### config.mk
export PLATFORM = sky130hd
export DESIGN_NAME = divided_clock_monitor
export DESIGN_NICKNAME = d
export VERILOG_FILES = /design/src/rtl/clk_mon_pkg.sv /design/src/rtl/clk_edge_sync.sv /design/src/rtl/divided_clock_monitor.sv
export SDC_FILE = /design/constraint.sdc
export NUM_CORES = 1
export LEC_CHECK = 0
export CAP_MARGIN = 0
export CORE_MARGIN = 2
export CORE_UTILIZATION = 46
export DETAILED_ROUTE_END_ITERATION = 8
export PLACE_DENSITY = 0.69
export SLEW_MARGIN = 40
export SYNTH_ARGS = -nofsm -noshare
export SYNTH_HDL_FRONTEND = slang
export SYNTH_HIERARCHICAL = 1
export SYNTH_SLANG_ARGS = --single-unit
export TNS_END_PERCENT = 20
### constraint.sdc
create_clock -name clock -period 2 [get_ports clock]
set_input_delay 0.2 -clock clock [delete_from_list [all_inputs] [get_ports clock]]
set_output_delay 0.2 -clock clock [all_outputs]
set_load 0.02 [all_outputs]
### src/rtl/clk_mon_pkg.sv
// Shared state encoding and sizing constants for the divided-clock monitor.
package clk_mon_pkg;

    typedef enum logic [1:0] {
        SEARCH  = 2'd0,
        MEASURE = 2'd1,
        LOCKED  = 2'd2,
        STALLED = 2'd3
    } state_t;

    localparam int ERR_CNT_W  = 8;
    localparam int SYNC_DEPTH = 2;

endpackage

### src/rtl/clk_edge_sync.sv
// Brings the divided clock into the fast domain as data and emits one-cycle
// rise/fall enables from the synchronized level and a one-flop history.
module clk_edge_sync
    import clk_mon_pkg::*;
(
    input  logic clock,
    input  logic reset,
    input  logic clk_div,
    output logic rise,
    output logic fall
);

    logic [SYNC_DEPTH-1:0] sync;
    logic                  hist;

    always_ff @(posedge clock or posedge reset) begin
        if (reset) begin
            sync <= '0;
            hist <= 1'b0;
        end else begin
            sync <= {sync[SYNC_DEPTH-2:0], clk_div};
            hist <= sync[SYNC_DEPTH-1];
        end
    end

    // Edge enables are combinational from the last two synchronized samples.
    assign rise = sync[SYNC_DEPTH-1] & ~hist;
    assign fall = ~sync[SYNC_DEPTH-1] & hist;

endmodule

### src/rtl/divided_clock_monitor.sv
// Period/lock/stall checker for a divided clock sampled in the fast domain.
// Optional high-time check is enabled by defining CLKMON_DUTY_CHECK_EN.
module divided_clock_monitor
    import clk_mon_pkg::*;
#(
    parameter  int DIV      = 8,
    parameter  int LOCK_CNT = 2,
    parameter  int TIMEOUT  = 2 * DIV,
    localparam int CW       = $clog2(TIMEOUT) + 1
) (
    input  logic                 clock,
    input  logic                 reset,
    input  logic                 clk_div_in,
    output logic                 rise_pulse,
    output logic                 fall_pulse,
    output logic [CW-1:0]        period,
    output logic                 locked,
    output logic                 stall,
    output logic                 error,
    output logic [ERR_CNT_W-1:0] err_count
);

    localparam int GW = $clog2(LOCK_CNT + 1);

    state_t          state, state_next;
    logic [CW-1:0]   cnt;
    logic [GW-1:0]   good_cnt, good_next;
    logic [CW-1:0]   period_next;
    logic            locked_next;
    logic            stall_next;
    logic            err_next;
    logic            duty_bad;

    function automatic logic [CW-1:0] cnt_sat_inc(input logic [CW-1:0] v);
        return (v == {CW{1'b1}}) ? v : v + 1'b1;
    endfunction

    function automatic logic [ERR_CNT_W-1:0] err_sat_inc(input logic [ERR_CNT_W-1:0] v);
        return (v == {ERR_CNT_W{1'b1}}) ? v : v + 1'b1;
    endfunction

    clk_edge_sync u_sync (
        .clock   (clock),
        .reset   (reset),
        .clk_div (clk_div_in),
        .rise    (rise_pulse),
        .fall    (fall_pulse)
    );

    always_comb begin
        state_next  = state;
        good_next   = good_cnt;
        period_next = period;
        locked_next = locked;
        stall_next  = stall;
        err_next    = 1'b0;
        duty_bad    = 1'b0;
`ifdef CLKMON_DUTY_CHECK_EN
        duty_bad    = fall_pulse && (cnt != CW'(DIV / 2));
`endif
        case (state)
            SEARCH: begin
                if (rise_pulse) begin
                    state_next = MEASURE;
                    good_next  = '0;
                end
            end
            MEASURE, LOCKED: begin
                if (rise_pulse) begin
                    period_next = cnt;
                    if (cnt == CW'(DIV)) begin
                        if (state == MEASURE) begin
                            if (good_cnt == GW'(LOCK_CNT - 1)) begin
                                state_next  = LOCKED;
                                locked_next = 1'b1;
                                good_next   = GW'(LOCK_CNT);
                            end else begin
                                good_next = good_cnt + 1'b1;
                            end
                        end
                    end else begin
                        err_next    = 1'b1;
                        good_next   = '0;
                        locked_next = 1'b0;
                        state_next  = MEASURE;
                    end
                // A rise in the same cycle always wins over the timeout.
                end else if (cnt == CW'(TIMEOUT)) begin
                    state_next  = STALLED;
                    stall_next  = 1'b1;
                    locked_next = 1'b0;
                    good_next   = '0;
                    err_next    = 1'b1;
                end else if (duty_bad) begin
                    err_next    = 1'b1;
                    good_next   = '0;
                    locked_next = 1'b0;
                    state_next  = MEASURE;
                end
            end
            STALLED: begin
                if (rise_pulse) begin
                    state_next = MEASURE;
                    stall_next = 1'b0;
                    good_next  = '0;
                end
            end
            default: state_next = SEARCH;
        endcase
    end

    always_ff @(posedge clock or posedge reset) begin
        if (reset) begin
            state     <= SEARCH;
            cnt       <= '0;
            good_cnt  <= '0;
            period    <= '0;
            locked    <= 1'b0;
            stall     <= 1'b0;
            error     <= 1'b0;
            err_count <= '0;
        end else begin
            state    <= state_next;
            good_cnt <= good_next;
            period   <= period_next;
            locked   <= locked_next;
            stall    <= stall_next;
            error    <= err_next;
            cnt      <= rise_pulse ? CW'(1) : cnt_sat_inc(cnt);
            if (err_next) begin
                err_count <= err_sat_inc(err_count);
            end
        end
    end

endmodule
==> impl_metrics.yaml <==
yosys:
  yosysWarningCount: 6
  yosysSeqAreaShare: 0.482
  synth_edf_count: 0
  synthArstFlopShare: 1.00
  yosys.area.top_type: "dfrtp_1"
  synth.avg_cell_area_sq_um: 11.4
  syn_area_sq_um: 1450
  synth.top_cell.area_share: 0.482
  synth_cells: 127
  ys_ff_latch: 28
  ys_top_cells_by_count: "dfrtp_1 (28), inv_1 (11), ha_1 (8), nand2_1 (8), nor2_1 (8)"
  syn_nets: 138
  synth_top_family_by_area: "simple AND/OR/NAND/NOR gates"
  synthTopCellsByArea: "dfrtp_1 (48%), ha_1 (6.9%), mux2_4 (4.1%)"
  synth_xor_area_frac: 0.0422
  synthSimpleGateAreaFrac: 0.208
  synth_fa_ha_area_frac: 0.0689
  ys_types: 38
  synth-main-ff-cell: "dfrtp_1"
  yosys.cell_count.top_type: "dfrtp_1"
  synth-compound-area-share: 0.0775
  synthMuxAreaShare: 0.0784
worst_setup_path:
  cp.required_ps: 2250
  arrival_ps: 2100
  worstReg2RegEnd: "state[1]"
  path_cells: "inv_1 > ha_1 > nor3b_1 > a31oi_1 > or2_1 > o31ai_1"
  cp-endpoint: "state[1]"
  critPathKind: "reg -> reg"
  ff2ff_setup_slack_ps: 150
  rr_worst_depth: 6
  r2r_start: "cnt[0]"
  slowest_stage: "dfrtp_1"
  end_kind: "register"
  crit_start: "cnt[0]"
  cp_slowest_stage_delay_ps: 450
  crit_path_start_kind: "register"
  crit_path_max_fanout: 5
drt:
  vias: 986
  ant_nets: 0
  route.detailed.drc: 0
  first_pass_iters: 4
  wl_um: 2640
  via_per_inst: 5.03
  wl_per_cell_um: 13.5
  first_iter_violations: 44
global_route:
  grt_pass1_wl_um: 4440
  grt_max_degree: 26
  grt_pass1_vias: 977
  grt_antenna_before_repair: 0
  track_usage: 0.165
  overflow: 0
floorplanning:
  start_util: 0.480
  die-area_sq_um: 3620
  die_y_um: 60.2
  die_width_um: 60.2
  io_pins: 21
  core_area_sq_um: 3030
  rows: 20
cells_and_area:
  fillers: 271
  design_area_sq_um: 1750
  antennaDiodeCount: 0
  drive_above_1_share: 0.164
  syn2layout_area_growth_pct: 20.8
  nets: 164
sta:
  grt_setup_unrepaired: "false"
  setup_viol: 0
  period_needed_ps: 1850
  finalHoldWorstSlack_ps: 37.8
  finalSetupTns_ps: 0
  worstMarginPinSlew_ps: 345
  hold_viol: 0
  min_period_over_period: 0.923
  fmax_mhz: 542
  maxSlewViolCount: 0
  finClkSkew_ps: 3.83
  worst_slack_ps: 155
  slew_headroom: 0.769
clock_network:
  ctsResizeCount: 0
  clk_pin_slew_ps: 150
  cts_tree: "done"
  cts_hold_buf: 0
  cts_made_buffers: 3
  cts_htree_levels: 1
  clk_latency_ps: 330
  cts_setup_buffers: 0
  clkSinkCount: 28
  cts_buffer_depth: 2
  clock-root-buffer: "clkbuf_4"
placement:
  place_hpwl_um: 1980
  io_buffers: 20
  place_area_sq_um: 1720
  gp_congestion: 0.816
  place_ws_ps: 160
status:
  outcome: "complete, no violations"
pwr:
  power_frac_comb: 0.381
  irDropWorstVdd_v: 0.000505
  power_density_nw_per_um2: 1060
  finalPower_mw: 1.85
  leakage_nw: 0.780
  pwr-share-clk: 0.152
  p_switching_mw: 0.678
  seq_power_share: 0.467
  netSwitchingFraction: 0.366
  p_int_mw: 1.18
flow_run:
  cap_violations: 0
worst_hold_path:
  hold_class: "in -> async"
-- power by group through the flow --
| stage | Clock (mW) | Sequential [mW] | Combinational, mW |
|---|---|---|---|
| floorplan | 0 | 0.960 | 0.325 |
| global route | 0.310 | 0.888 | 0.762 |
| CTS | 0.288 | 0.866 | 0.713 |
| detailed placement | 0 | 0.878 | 0.709 |
| global placement | 0 | 0.872 | 0.694 |
| finish | 0.282 | 0.867 | 0.706 |
-- layout make-up --
class | instances | area [sq um] | area share
inverter | 11 | 41.3 | 0.0235
sequential | 28 | 701 | 0.399
tap | 44 | 55.1 | 0.0314
timing repair buffer | 24 | 230 | 0.131
clock buffer | 4 | 36.3 | 0.0207
multi-input combinational | 85 | 691 | 0.394
-- metrics by stage --
stage,cells,utilization
2_1_floorplan,127,-
3_3_place_gp,192,0.567
3_5_place_dp,192,0.567
4_1_cts,196,0.579
5_1_grt,196,0.579
6_report,196,0.579
-- critical path, delay by kind of cell (launching register included) --
kind | cells | cell delay [ps]
adders and majority gates | 1 | 220
AOI/OAI and AO/OA | 2 | 440
and+or+nand+nor | 2 | 580
buffers and inverters | 1 | 90
DFF | 1 | 450
-- cell families after synthesis --
kind of cell	after synthesis
AOI/OAI and AO/OA	16
buffers and inverters	14
adders and majority gates	8
xor gates and xnor gates	7
muxes	9
and+or+nand+nor	45
DFF	28
-- worst min-delay path by stage --
stage / endpoint / slack [ps] / cells after the start
finish: u_sync/sync[1] / 40 / 2
global placement: u_sync/sync[1] / 340 / 0
floorplan: u_sync/hist / -50 / 1
detailed placement: u_sync/sync[1] / 350 / 0
global route: u_sync/sync[1] / 50 / 2
CTS: u_sync/sync[1] / 30 / 2
-- registers in the layout, summed over array words and instances, names as in the netlist --
name	count
err_count	8
u_sync/hist	1
error	1
state	2
cnt	5
locked	1
period	5
u_sync/sync	2
good_cnt	2
stall	1
-- layout by cell type, fill, tap and decap left out, types with 2 or more instances in the layout --
master / n
dfrtp_1: 28
clkdlybuf4s50_1: 20
inv_1: 11
nor2_1: 8
nand2_1: 8
ha_1: 8
o21ai_0: 7
xor2_1: 6
nand2b_1: 4
nand3_1: 4
mux2_4: 4
buf_4: 4
mux2_2: 3
nor3_2: 3
clkbuf_4: 3
nor3b_1: 2
a21oi_1: 2
nor3_1: 2
nor4b_2: 2
mux2i_1: 2
nor2b_1: 2
o31ai_1: 2
-- metal layers --
| metal | global-route usage | routed length (um) | vias to the layer above | share of wire |
|---|---|---|---|---|
| li1 | - | - | 488 | - |
| met1 | 0.210 | 1220 | 478 | 0.46 |
| met2 | 0.270 | 1310 | 16 | 0.50 |
| met3 | 0.0238 | 64 | 4 | 0.024 |
| met4 | 0.0857 | 38 | 0 | 0.014 |
| met5 | 0 | 0 | - | 0 |
Power figures use the tool's default switching activity.
